<file path="config.mk">
export PLATFORM = sky130hd
export DESIGN_NAME = clkgen_frac
export DESIGN_NICKNAME = d
export VERILOG_FILES = /design/src/rtl/clkgen_frac.sv
export SDC_FILE = /design/constraint.sdc
export NUM_CORES = 1
export LEC_CHECK = 0
export ABC_AREA = 1
export ABC_CLOCK_PERIOD_IN_PS = 2300
export BUFFER_PORTS_ARGS = -buffer_cell sky130_fd_sc_hd__buf_2
export CAP_MARGIN = 15
export CORE_MARGIN = 8
export CORE_UTILIZATION = 25
export CTS_CLUSTER_DIAMETER = 100
export DETAILED_ROUTE_END_ITERATION = 8
export GPL_TIMING_DRIVEN = 0
export PLACE_DENSITY = 0.37
export SYNTH_ARGS = -nofsm -noshare
export SYNTH_HDL_FRONTEND = slang
export SYNTH_SLANG_ARGS = --single-unit
</file>
<file path="constraint.sdc">
create_clock -name CLK -period 2.3 [get_ports CLK]
set_clock_uncertainty 0.05 [all_clocks]
set_input_delay 0.345 -clock CLK [delete_from_list [all_inputs] [get_ports CLK]]
set_output_delay 0.345 -clock CLK [all_outputs]
set_load 0.01 [all_outputs]
</file>
<file path="src/rtl/clkgen_frac.sv">
// clkgen_frac: multi-channel fractional clock-enable generator.
// Each channel accumulates MUL per unheld cycle and fires a CE strobe whenever
// the accumulator crosses DIV. The average CE rate is therefore CLK*MUL/DIV.
// A PHASES-deep phase counter steps on every strobe and steers a one-hot PH_STB.
// Optional feature macro: CLKGEN_CFG_EN. It enables runtime ratio writes through
// CFG_WE/CFG_CH/CFG_MUL/CFG_DIV with a per-channel pending slot (CFG_PEND).
// A pending ratio is applied on the channel's next hit. It is applied at once
// if the current MUL is zero.
module clkgen_frac #(
    parameter int                NCH      = 3,
    parameter int                AW       = 10,
    parameter int                PHASES   = 4,
    parameter logic [NCH*AW-1:0] MUL_INIT = {10'd1, 10'd22, 10'd88},
    parameter logic [NCH*AW-1:0] DIV_INIT = {10'd7, 10'd105, 10'd315},
    localparam int               PW       = $clog2(PHASES),
    localparam int               CW       = (NCH > 1) ? $clog2(NCH) : 1
) (
    input  logic                  CLK,
    input  logic                  RESB,
    input  logic [NCH-1:0]        HOLD,
    output logic [NCH-1:0]        CE,
    output logic [NCH*PHASES-1:0] PH_STB,
    output logic [NCH*PW-1:0]     PHASE
`ifdef CLKGEN_CFG_EN
    ,
    input  logic                  CFG_WE,
    input  logic [CW-1:0]         CFG_CH,
    input  logic [AW-1:0]         CFG_MUL,
    input  logic [AW-1:0]         CFG_DIV,
    output logic [NCH-1:0]        CFG_PEND
`endif
);

`ifdef CLKGEN_CFG_EN
    // A write is accepted only when the ratio is legal and the channel exists.
    // Rejected writes leave every pending slot untouched.
    logic cfg_ok;

    // Qualify the incoming ratio write.
    always_comb begin
        cfg_ok = CFG_WE;
        if (CFG_DIV == '0) begin
            cfg_ok = 1'b0;
        end
        if (CFG_MUL > CFG_DIV) begin
            cfg_ok = 1'b0;
        end
        if (32'(CFG_DIV) > (32'd1 << (AW - 1))) begin
            cfg_ok = 1'b0;
        end
        if (32'(CFG_CH) >= 32'(NCH)) begin
            cfg_ok = 1'b0;
        end
    end
`endif

    for (genvar c = 0; c < NCH; c++) begin : g_ch
        logic [AW-1:0]     acc;
        logic [AW-1:0]     mul;
        logic [AW-1:0]     dvs;
        logic [AW-1:0]     nxt;
        logic              hit;
        logic [PW-1:0]     ph;
        logic              ce_r;
        logic [PHASES-1:0] stb_r;

        // acc < DIV and MUL <= DIV <= 2^(AW-1), so the sum fits in AW bits.
        assign nxt = acc + mul;
        assign hit = (nxt >= dvs);

        // Accumulator, phase counter and registered strobes.
        // HOLD freezes acc and phase and forces the strobes low.
        always_ff @(posedge CLK or negedge RESB) begin
            if (!RESB) begin
                acc   <= '0;
                ph    <= '0;
                ce_r  <= 1'b0;
                stb_r <= '0;
            end else if (HOLD[c]) begin
                ce_r  <= 1'b0;
                stb_r <= '0;
            end else begin
                acc   <= hit ? (nxt - dvs) : nxt;
                ce_r  <= hit;
                stb_r <= hit ? (PHASES'(1) << ph) : '0;
                if (hit) begin
                    ph <= ph + PW'(1);
                end
            end
        end

`ifdef CLKGEN_CFG_EN
        logic [AW-1:0] pmul;
        logic [AW-1:0] pdiv;
        logic          pend;
        logic          wr;
        logic          apply;

        assign wr    = cfg_ok && (CFG_CH == CW'(c));
        // The hit cycle wraps acc with the old ratio. The new ratio takes
        // effect on the following cycle. A zero multiplier never hits, so the
        // pending ratio is taken straight away in that case.
        assign apply = pend && ((hit && !HOLD[c]) || (mul == '0));

        // Active ratio and pending slot.
        // A write in the same cycle as an apply stays pending.
        always_ff @(posedge CLK or negedge RESB) begin
            if (!RESB) begin
                mul  <= MUL_INIT[c*AW +: AW];
                dvs  <= DIV_INIT[c*AW +: AW];
                pmul <= '0;
                pdiv <= '0;
                pend <= 1'b0;
            end else begin
                if (apply) begin
                    mul <= pmul;
                    dvs <= pdiv;
                end
                if (wr) begin
                    pend <= 1'b1;
                    pmul <= CFG_MUL;
                    pdiv <= CFG_DIV;
                end else if (apply) begin
                    pend <= 1'b0;
                end
            end
        end

        assign CFG_PEND[c] = pend;
`else
        assign mul = MUL_INIT[c*AW +: AW];
        assign dvs = DIV_INIT[c*AW +: AW];
`endif

        assign CE[c]                     = ce_r;
        assign PH_STB[c*PHASES +: PHASES] = stb_r;
        assign PHASE[c*PW +: PW]          = ph;
    end

endmodule
</file>
# After elaboration in Yosys (flattened, before gate mapping)
# Cells that the tools add are included.
# Widths: inputs -> output; s select.
[word_totals]
ff_bits = 51
latch_bits = 0
ram_bits = 0
mem_bits_ro = 0
output_inout_bits = 21
n_memories = 0
[op_classes]
n_addsub = 9
multipliers = 0
div = 0
n_lt_le_gt_ge = 3
n_eq_ne = 0
shift = 3
mux = 12
bitwise = 3
reduce_logical = 3
[op_table]
columns = ["op", "n"]
rows = [
  ["$mux 10", 3],
  ["$mux 4", 6],
  ["$shl 1x2->4 const A", 3],
  ["$add 10x1->10 const B", 1],
  ["$add 10x5->10 const B", 1],
  ["$add 10x7->10 const B", 1],
  ["$ge 10x3->1 const B", 1],
  ["$ge 10x7->1 const B", 1],
  ["$ge 10x9->1 const B", 1],
  ["$sub 10x3->10 const B", 1],
  ["$sub 10x7->10 const B", 1],
  ["$sub 10x9->10 const B", 1],
  ["$add 2x1->2 const B", 3],
  ["$reduce_and 2->1", 3],
  ["$mux 1", 3],
  ["$not 1->1", 3],
]

# Logic depth before layout (Yosys ltp)
# Gate-level depths: netlist (run 1).
[logic_depth]
depth_word = 4
depth_mapped = 17
ltp_nobuf = 16

# Worst setup path after synthesis (run 1)
# OpenSTA, ideal clock, no wires.
[synth_timing]
path_type = "register to register"
from = "reg g_ch[2].acc[0]"
to = "reg g_ch[2].ph[1]"
arrival_time_ns = 1.722
required_time_ns = 2.131
slack_ns = 0.409
path_stages_with_launch = 13
n_path_buf = 0
path_cell_list = "dfrtp_1 -> ha_1 -> nand2_1 -> inv_1 -> nand4_1 -> xor2_2 -> clkinv_2 -> nor2_4 -> nand2_8 -> nand2_8 -> inv_4 -> nand2_1 -> o21ai_2"
[synth_via]
elab_chain_len = 3
[synth_lines]
columns = ["item", "line_no", "source"]
rows = [
  ["start: declaration", "58", "logic [AW-1:0] acc;"],
  ["start signal: assignment", "83", "acc <= hit ? (nxt - dvs) : nxt;"],
  ["$add 10x1->10", "68", "assign nxt = acc + mul;"],
  ["$ge 10x3->1", "69", "assign hit = (nxt >= dvs);"],
  ["$reduce_and 2->1 (no line)", "-", ""],
  ["end signal: assignment", "87", "ph <= ph + PW'(1);"],
  ["end: declaration", "63", "logic [PW-1:0] ph;"],
]
# Every way passes these cells.
# A chain may end at the register's enable or synchronous reset.

# Worst setup path in the final report (run 1)
# Ends and elaborated chain as after synthesis.

==> results.json, run 1 <==
{
  "netlist.area_leader.share": 0.3833,
  "startpoint": "g_ch[2].acc[0]$_DFFE_PN0P_",
  "grt_pass1_wl_um": 12250,
  "cts_sinks": 51,
  "worst-path-max-fanout": 8,
  "endpoint_kind": "flop",
  "setup_slack_ns": 0.1843,
  "firstDrtPassIters": 4,
  "place_area_um2": 3685,
  "power.switching_w": 0.002997,
  "max_stage_delay_ns": 0.46,
  "setup_tns_ns": 0,
  "netlist_instances": 407,
  "synthTopCellsByArea": "dfrtp_1 38%, nand2_1 12%, ha_1 7.9%, inv_1 6.2%, nand3_1 4.7%",
  "period_share": 0.9199,
  "dieWidth_um": 131.4,
  "yosys_warnings": 0,
  "dieArea_um2": 17270,
  "fin_area_um2": 3884,
  "synthArstFlopShare": 1.000,
  "pin_count": 26,
  "netlist_area_um2": 3329,
  "combPwrFrac": 0.607,
  "dpl.hpwl_um": 5193,
  "vias_per_cell": 4.026,
  "p_per_area_nw_per_um2": 1584,
  "cellLeakagePower_nw": 2.008,
  "place.gp.congestion": 0.7443,
  "final_nets": 469,
  "min_from": "HOLD[0]",
  "layout-drive-gt1-share": 0.2185,
  "max_cap_violations": 0,
  "whs_ns": 0.2869,
  "hold_violations": 0,
  "crit_buf_inv": 3,
  "drt_iter0_drc": 92,
  "path_cells": "ha_1 -> nand2_1 -> inv_1 -> nand4_1 -> xor2_2 -> clkinv_2 -> nor2_4 -> nand2_8 -> nand2_8 -> inv_4 -> nand2_1 -> o21ai_2",
  "routed_wl_um": 6929,
  "initial_utilization": 0.2534,
  "drv_slew": 0,
  "tritoncts": "done",
  "htreeDepth": 2,
  "synth_common_cells": "106 x nand2_1, 55 x inv_1, 51 x dfrtp_1, 31 x nand3_1, 27 x nor2_1",
  "grt_use_total": 0.08527,
  "relSlewSlack": 0.6512,
  "dp.cells": 607,
  "place_ws_ns": 0.09481,
  "status": "completed",
  "peakVddDrop_uv": 363.0,
  "slowest_stage": "dfrtp_1",
  "cp_data_arrival_time_ns": 2.26,
  "setup_violations": 0,
  "die_h_um": 131.4,
  "yosysMostFrequentCell": "nand2_1",
  "critical_path.top_delay_family": "simple AND/OR/NAND/NOR gates",
  "coreArea_um2": 13140,
  "antenna_found_initial": 0,
  "p_int_w": 0.003155,
  "max_freq_mhz": 472.7,
  "num_rows": 42,
  "num_vias": 2496,
  "synthToLayoutAreaGrowth_pct": 16.65,
  "synth_edf_count": 0,
  "wl_per_cell_um": 11.18,
  "grt_max_degree": 36,
  "synth_area_per_cell_um2": 8.180,
  "clk_latency_ns": 0.30,
  "grt-ovfl-total": 0,
  "period_needed_ns": 2.116,
  "power_frac_seq": 0.268,
  "drcViolationCount": 0,
  "ys_ff_latch": 51,
  "final_cells": 620,
  "diodes": 0,
  "grt_pass1_vias": 2555,
  "cts_buffers": 5,
  "synthesis.nets": 433,
  "synth.distinct_cells": 37,
  "tightest_slew_ns": 0.5233,
  "critical_path_class": "flop to flop",
  "p_clk_frac": 0.125,
  "crit_required_ns": 2.45,
  "cts.clk_slew.worst_paths_ns": 0.07,
  "root_buffer": "clkbuf_16",
  "r2r-start": "g_ch[2].acc[0]$_DFFE_PN0P_",
  "synth_ff_type": "dfrtp_1",
  "startpoint_type": "flop",
  "yosysTopAreaCell": "dfrtp_1",
  "hold_class": "primary input to flop",
  "fillCellCount": 1448,
  "place.port_buffers": 23,
  "sw_frac_of_total": 0.4872,
  "clockBufferDepth": 2,
  "ys_seq_area_frac": 0.3833,
  "antenna_left": 0
}
==> area by class of cell <==
type,instances,area [um^2],share of cell area
clock inverter,2,16.27,0.004188
sequential,51,1277,0.3289
inverter,66,254.0,0.06540
buffer,8,52.55,0.01353
timing repair buffer,29,175.2,0.04510
multi-input combinational,282,1759,0.4530
clock buffer,6,128.9,0.03318
tap,176,220.2,0.05670
==> state kept, by name (all words and copies together) (netlist names) <==
signal,cells
g_ch.stb_r,12
g_ch.ce_r,3
g_ch.ph,6
g_ch.acc,30
==> through the flow <==
stage               power, W    util
floorplan           0.004559       -
global placement    0.005330  0.2790
detailed placement  0.005347  0.2805
CTS                 0.006169  0.2923
global route        0.006884  0.2956
finish              0.006152  0.2956
==> timing repair <==
item / CTS / global route
hold buffers: 1 / 0
setup endpoints to repair: 0 / 12
hold endpoints to repair: 16 / 0
resized for setup: 0 / 6
setup buffers: 0 / 4
==> path summary, 6_finish.rpt <==
path                                               to  slack [ns]  cells past startpoint
setup reg to reg            g_ch[2].ph[1]$_DFFE_PN0P_        0.18                     12
hold / removal             g_ch[0].acc[7]$_DFFE_PN0N_        0.29                      3
hold reg to reg            g_ch[2].acc[9]$_DFFE_PN0N_        0.43                      2
setup / recovery            g_ch[2].ph[1]$_DFFE_PN0P_        0.18                     12
max in group asynchronous  g_ch[1].acc[1]$_DFFE_PN0N_        1.16                      3
min in group asynchronous  g_ch[0].acc[7]$_DFFE_PN0N_        0.47                      2
==> worst min-delay path, cell delays in order <==
cell,delay [ns]
buf_2,0.14
nand2_1,0.07
nand2_1,0.04
==> routing by layer <==
| layer | part of all wire | global-route usage |
|---|---|---|
| met5 | 0 | 0 |
| met4 | 0.016 | 0.02361 |
| met3 | 0.035 | 0.02515 |
| met2 | 0.45 | 0.1385 |
| met1 | 0.50 | 0.1077 |
==> kinds of logic (layout without fill, tap and decap cells) <==
logic type / Yosys count / in the layout / share of synthesized area
DFF: 51 / 51 / 0.3833
buffers and inverters: 74 / 111 / 0.09207
AOI/OAI and AO/OA: 30 / 30 / 0.05374
and+or+nand+nor: 204 / 204 / 0.3052
adders and majority gates: 21 / 21 / 0.07892
xor gates and xnor gates: 27 / 27 / 0.08681
==> layout by cell type (no fill, tap or decap), types with 5 or more instances in the layout <==
master,netlist,routed
ha_1,21,20
buf_4,4,8
xor2_2,7,7
xor2_1,17,17
nand3_1,31,31
buf_2,0,23
nand2_1,106,105
o21ai_0,8,8
dfrtp_1,51,50
inv_1,55,54
clkbuf_16,0,5
nand2_2,10,10
inv_2,8,9
nand4_1,6,6
nor2_1,27,26
nor2_2,5,6
o21ai_1,10,10
==> power by group through the flow <==
stage / registers [W] / logic, W / clock network, W
2_1_floorplan: 0.00166 / 0.00290 / 0
3_3_place_gp: 0.00167 / 0.00366 / 0
3_5_place_dp: 0.00167 / 0.00368 / 0
4_1_cts: 0.00166 / 0.00370 / 0.000817
5_1_grt: 0.00171 / 0.00432 / 0.000845
6_report: 0.00165 / 0.00374 / 0.000770
Power figures use the tool's default switching activity.
==> run 2, diff against run 1 <==
--- a/config.mk
+++ b/config.mk
@@ -10,11 +10,11 @@
 export BUFFER_PORTS_ARGS = -buffer_cell sky130_fd_sc_hd__buf_2
 export CAP_MARGIN = 15
 export CORE_MARGIN = 8
-export CORE_UTILIZATION = 25
+export CORE_UTILIZATION = 35
 export CTS_CLUSTER_DIAMETER = 100
 export DETAILED_ROUTE_END_ITERATION = 8
 export GPL_TIMING_DRIVEN = 0
-export PLACE_DENSITY = 0.37
+export PLACE_DENSITY_LB_ADDON = 0.25
 export SYNTH_ARGS = -nofsm -noshare
 export SYNTH_HDL_FRONTEND = slang
 export SYNTH_SLANG_ARGS = --single-unit
==> results.json, run 2 (synthesis gave the netlist of run 1 again) <==
{
  "status": "completed",
  "initial_utilization": 0.3603,
  "slowest_stage": "dfrtp_1",
  "p_per_area_nw_per_um2": 1556,
  "min_from": "HOLD[0]",
  "synthToLayoutAreaGrowth_pct": 12.74,
  "worst-path-max-fanout": 8,
  "firstDrtPassIters": 4,
  "root_buffer": "clkbuf_8",
  "cp_num_cells": 12,
  "grt_pass1_vias": 2509,
  "period_needed_ns": 2.093,
  "antenna_left": 0,
  "die_h_um": 113.5,
  "drt_iter0_drc": 66,
  "r2r_setup_slack_ns": 0.21,
  "num_vias": 2474,
  "num_rows": 35,
  "layout-drive-gt1-share": 0.2104,
  "max_freq_mhz": 477.9,
  "tightest_slew_ns": 0.4968,
  "coreArea_um2": 9240,
  "cts_buffers": 5,
  "startpoint_type": "flop",
  "max_cap_violations": 0,
  "routed_wl_um": 6190,
  "reg2reg_depth": 12,
  "power_w": 0.005842,
  "cts.clk_slew.worst_paths_ns": 0.10,
  "dieArea_um2": 12890,
  "final_nets": 467,
  "startpoint": "g_ch[2].acc[0]$_DFFE_PN0P_",
  "clockBufferDepth": 2,
  "grt_setup_unrepaired": "true",
  "crit_buf_inv": 3,
  "wl_per_cell_um": 10.84,
  "critical_path.top_delay_family": "simple AND/OR/NAND/NOR gates",
  "drv_slew": 0,
  "drcViolationCount": 0,
  "vias_per_cell": 4.333,
  "grt_pass1_wl_um": 11200,
  "fin_area_um2": 3754,
  "place.port_buffers": 23,
  "layout_commonest_cell": "nand2_1",
  "dpl.hpwl_um": 4675,
  "max_stage_delay_ns": 0.46,
  "cp_data_arrival_time_ns": 2.26,
  "largest_reg_flops": 30,
  "grt_max_degree": 38,
  "holdPathStages": 3,
  "top_register": "g_ch.acc",
  "peakVddDrop_uv": 598.6,
  "dieWidth_um": 113.5,
  "period_share": 0.9099,
  "hold_violations": 0,
  "critical_path_class": "flop to flop",
  "grt-ovfl-total": 0,
  "crit_required_ns": 2.46,
  "diodes": 0,
  "r2r-start": "g_ch[2].acc[0]$_DFFE_PN0P_",
  "setup_violations": 0,
  "relSlewSlack": 0.6688,
  "path_cells": "ha_1 -> nand2_1 -> inv_1 -> nand4_1 -> xor2_2 -> clkinv_2 -> nor2_4 -> nand2_8 -> nand2_8 -> inv_4 -> nand2_1 -> o21ai_2",
  "endpoint_kind": "flop",
  "place.gp.congestion": 0.8133,
  "tritoncts": "done",
  "grt_use_total": 0.1053,
  "final_cell_mix": "106 x nand2_1, 55 x inv_1, 50 x dfrtp_1",
  "pin_count": 26,
  "clk_latency_ns": 0.31,
  "cts_sinks": 51,
  "antenna_found_initial": 0,
  "place_area_um2": 3626,
  "htreeDepth": 2,
  "cellLeakagePower_nw": 1.978,
  "top_regs": "g_ch.acc (30), g_ch.stb_r (12), g_ch.ph (6)",
  "fillCellCount": 930,
  "hold_class": "primary input to flop"
}
## run 2: worst paths after layout
path	end
hold / removal	g_ch[0].acc[6]$_DFFE_PN0N_
setup / recovery	g_ch[2].ph[1]$_DFFE_PN0P_
max in group asynchronous	g_ch[1].acc[1]$_DFFE_PN0N_
hold reg to reg	g_ch[1].acc[2]$_DFFE_PN0N_
min in group asynchronous	g_ch[2].acc[8]$_DFFE_PN0N_
setup reg to reg	g_ch[2].ph[1]$_DFFE_PN0P_
## run 2: through the flow
stage	setup slack (ns)	util	hold WS, ns	cells	TNS (ns)
final	0.2073	0.4062	0.2730	571	0
after global routing	-0.003309	0.4062	0.2796	571	-0.003309
after CTS	0.1465	0.4042	0.2624	569	0
after detailed placement	0.1669	0.3924	0.2462	560	0
after global placement	0.1915	0.3903	0.4118	559	0
after floorplan	0.4090	-	-0.0005911	407	0
## run 2: cell type report
class                   count  area (um^2)  share of cell area
repair buffers             27        160.2             0.04267
well taps                 129        161.4             0.04300
plain buffers               8        52.55             0.01400
multi-input cells         282         1749              0.4660
clock inverters             2        16.27            0.004333
inverters                  66        254.0             0.06767
clock buffers               6        82.58             0.02200
flip-flops and latches     51         1277              0.3403
## run 2: what timing repair did
| action | CTS | global route |
|---|---|---|
| endpoints found under the setup margin | 0 | 9 |
| resized for setup | 0 | 2 |
| hold buffers | 1 | 0 |
| hold endpoints to repair | 14 | 0 |
| buffers inserted | 0 | 2 |
## run 2: per-layer routing
layer | GRT usage | part of all wire | vias up
met5 | 0 | 0 | -
met4 | 0.03286 | 0.012 | 0
met3 | 0.02219 | 0.028 | 7
met2 | 0.1791 | 0.48 | 27
met1 | 0.1300 | 0.48 | 1121
li1 | - | - | 1319
## run 2: tightest hold or removal path, delay by kind of cell
family / cells / cell delay (ns)
buffers and inverters: 1 / 0.14
AND/OR/NAND/NOR: 2 / 0.11
## run 2: power breakdown
part	internal (W)	leakage [nW]	total [W]	switching [W]
logic	0.00139	1.29	0.00364	0.00225
registers	0.00131	0.638	0.00164	0.000332
clock network	0.000246	0.0474	0.000559	0.000313
total	0.00294	1.98	0.00584	0.00290
==> run 3, diff against run 2 <==
--- a/config.mk
+++ b/config.mk
@@ -15,6 +15,7 @@
 export DETAILED_ROUTE_END_ITERATION = 8
 export GPL_TIMING_DRIVEN = 0
 export PLACE_DENSITY_LB_ADDON = 0.25
+export REMOVE_ABC_BUFFERS = 1
 export SYNTH_ARGS = -nofsm -noshare
 export SYNTH_HDL_FRONTEND = slang
 export SYNTH_SLANG_ARGS = --single-unit
==> results.json, run 3 (synthesis gave the netlist of run 1 again) <==
{
  "peakVddDrop_uv": 530.1,
  "cts.clk_slew.worst_paths_ns": 0.11,
  "antenna_left": 0,
  "routed_wl_um": 6421,
  "largest_reg_flops": 30,
  "combPwrFrac": 0.616,
  "max_freq_mhz": 468.9,
  "endpoint_kind": "flop",
  "grt_use_total": 0.1024,
  "grt-ovfl-total": 0,
  "r2r-end": "g_ch[1].acc[6]$_DFFE_PN0N_",
  "crit_required_ns": 2.45,
  "startpoint_type": "flop",
  "clk_latency_ns": 0.30,
  "max_cap_violations": 0,
  "place.port_buffers": 25,
  "critPathCapture": "g_ch[1].acc[6]$_DFFE_PN0N_",
  "p_clk_frac": 0.108,
  "dpl.hpwl_um": 4679,
  "htreeDepth": 2,
  "setup_tns_ns": 0,
  "initial_utilization": 0.3603,
  "r2r_setup_slack_ns": 0.17,
  "grt_pass1_wl_um": 11030,
  "place_ws_ns": -0.02315,
  "tritoncts": "done",
  "coreArea_um2": 9240,
  "fin_util": 0.4095,
  "startpoint": "g_ch[1].acc[2]$_DFFE_PN0N_",
  "synthToLayoutAreaGrowth_pct": 13.64,
  "critical_path_class": "flop to flop",
  "antenna_found_initial": 0,
  "wl_per_cell_um": 11.30,
  "cts_sinks": 51,
  "period_share": 0.9273,
  "grt_pass1_vias": 2382,
  "worst-path-max-fanout": 7,
  "final_cell_mix": "106 x nand2_1, 55 x inv_1, 49 x dfrtp_1",
  "status": "completed",
  "cellLeakagePower_nw": 1.981,
  "layout-drive-gt1-share": 0.2164,
  "relSlewSlack": 0.7055,
  "hold_violations": 0,
  "power_frac_seq": 0.275,
  "place_area_um2": 3583,
  "dieArea_um2": 12890,
  "root_buffer": "clkbuf_8",
  "fin_area_um2": 3784,
  "top_regs": "g_ch.acc (30), g_ch.stb_r (12), g_ch.ph (6)",
  "final_nets": 464,
  "vias_per_cell": 4.456,
  "r2r-start": "g_ch[1].acc[2]$_DFFE_PN0N_",
  "top_register": "g_ch.acc",
  "power_w": 0.006020,
  "hold_class": "primary input to flop",
  "setup_violations": 0,
  "grt_max_degree": 39,
  "pin_count": 26,
  "grt_setup_unrepaired": "false",
  "power.switching_w": 0.002983,
  "firstDrtPassIters": 4,
  "num_vias": 2531,
  "num_rows": 35,
  "die_h_um": 113.5,
  "setup_slack_ns": 0.1671,
  "tightest_slew_ns": 0.4413,
  "diodes": 0,
  "cp_data_arrival_time_ns": 2.28,
  "cts_buffers": 5,
  "clockBufferDepth": 2,
  "p_int_w": 0.003037,
  "layout_commonest_cell": "nand2_1",
  "period_needed_ns": 2.133,
  "fillCellCount": 925,
  "drcViolationCount": 0,
  "reg2reg_depth": 14,
  "p_per_area_nw_per_um2": 1591,
  "sw_frac_of_total": 0.4955,
  "dieWidth_um": 113.5,
  "drt_iter0_drc": 92,
  "place.gp.congestion": 0.8037,
  "drv_slew": 0
}
## run 3: per-layer routing
| metal | wire [um] | track usage |
|---|---|---|
| met1 | 3205 | 0.1337 |
| met2 | 2861 | 0.1680 |
| met3 | 311 | 0.02853 |
| met4 | 43 | 0.01421 |
| met5 | 0 | 0 |
## run 3: cell type report
type / count / area [um^2] / area share
clock buffer: 5 / 68.82 / 0.01819
timing repair buffer: 31 / 185.2 / 0.04894
sequential: 51 / 1279 / 0.3380
tap: 129 / 161.4 / 0.04266
clock inverter: 3 / 46.29 / 0.01224
inverter: 66 / 254.0 / 0.06713
multi-input combinational: 283 / 1789 / 0.4729
## run 3: stage by stage
step / instances / hold WS, ns
after floorplan: 399 / -0.0005911
after global placement: 553 / 0.4151
after detailed placement: 554 / 0.2281
after CTS: 563 / 0.2742
after global routing: 568 / 0.3086
final: 568 / 0.2928
## run 3: power by group through the flow
stage                     clock network [W]  registers (W)  logic [W]
after global placement                    0        0.00168    0.00347
after global routing               0.000709        0.00172    0.00427
final                              0.000652        0.00166    0.00371
after floorplan                           0        0.00169    0.00279
after CTS                          0.000686        0.00167    0.00358
after detailed placement                  0        0.00168    0.00352
## run 3: worst min-delay path by stage
stage	startpoint	end	slack, ns	cells past startpoint
floorplan	RESB	g_ch[0].acc[0]$_DFFE_PN0P_	-0.0006	0
global placement	g_ch[1].acc[2]$_DFFE_PN0N_	g_ch[1].acc[2]$_DFFE_PN0N_	0.42	2
detailed placement	RESB	g_ch[2].stb_r[2]$_DFF_PN0_	0.23	1
CTS	HOLD[0]	g_ch[0].acc[5]$_DFFE_PN0N_	0.27	3
global route	HOLD[0]	g_ch[0].acc[7]$_DFFE_PN0N_	0.31	3
finish	HOLD[0]	g_ch[0].acc[5]$_DFFE_PN0N_	0.29	3
## run 3: what timing repair did
action | 4_1_cts | 5_1_grt
hold buffers | 1 | 0
endpoints found under the setup margin | 2 | 12
gates resized for setup | 2 | 5
cloned | 0 | 1
pin swaps | 0 | 3
hold endpoints to repair | 13 | 0
buffers inserted | 0 | 4
## run 3: worst max-delay path, stage by stage (launching register included)
cell and delay (ns):
dfrtp_1 0.39, inv_1 0.15, ha_4 0.15, inv_1 0.04, nand2_2 0.10, nand2_4 0.08
nand2_2 0.07, o21ai_1 0.06, nand2_1 0.13, inv_2 0.06, nor2_2 0.20, nand3_4 0.17
buf_4 0.18, a21oi_1 0.12, o21ai_1 0.07
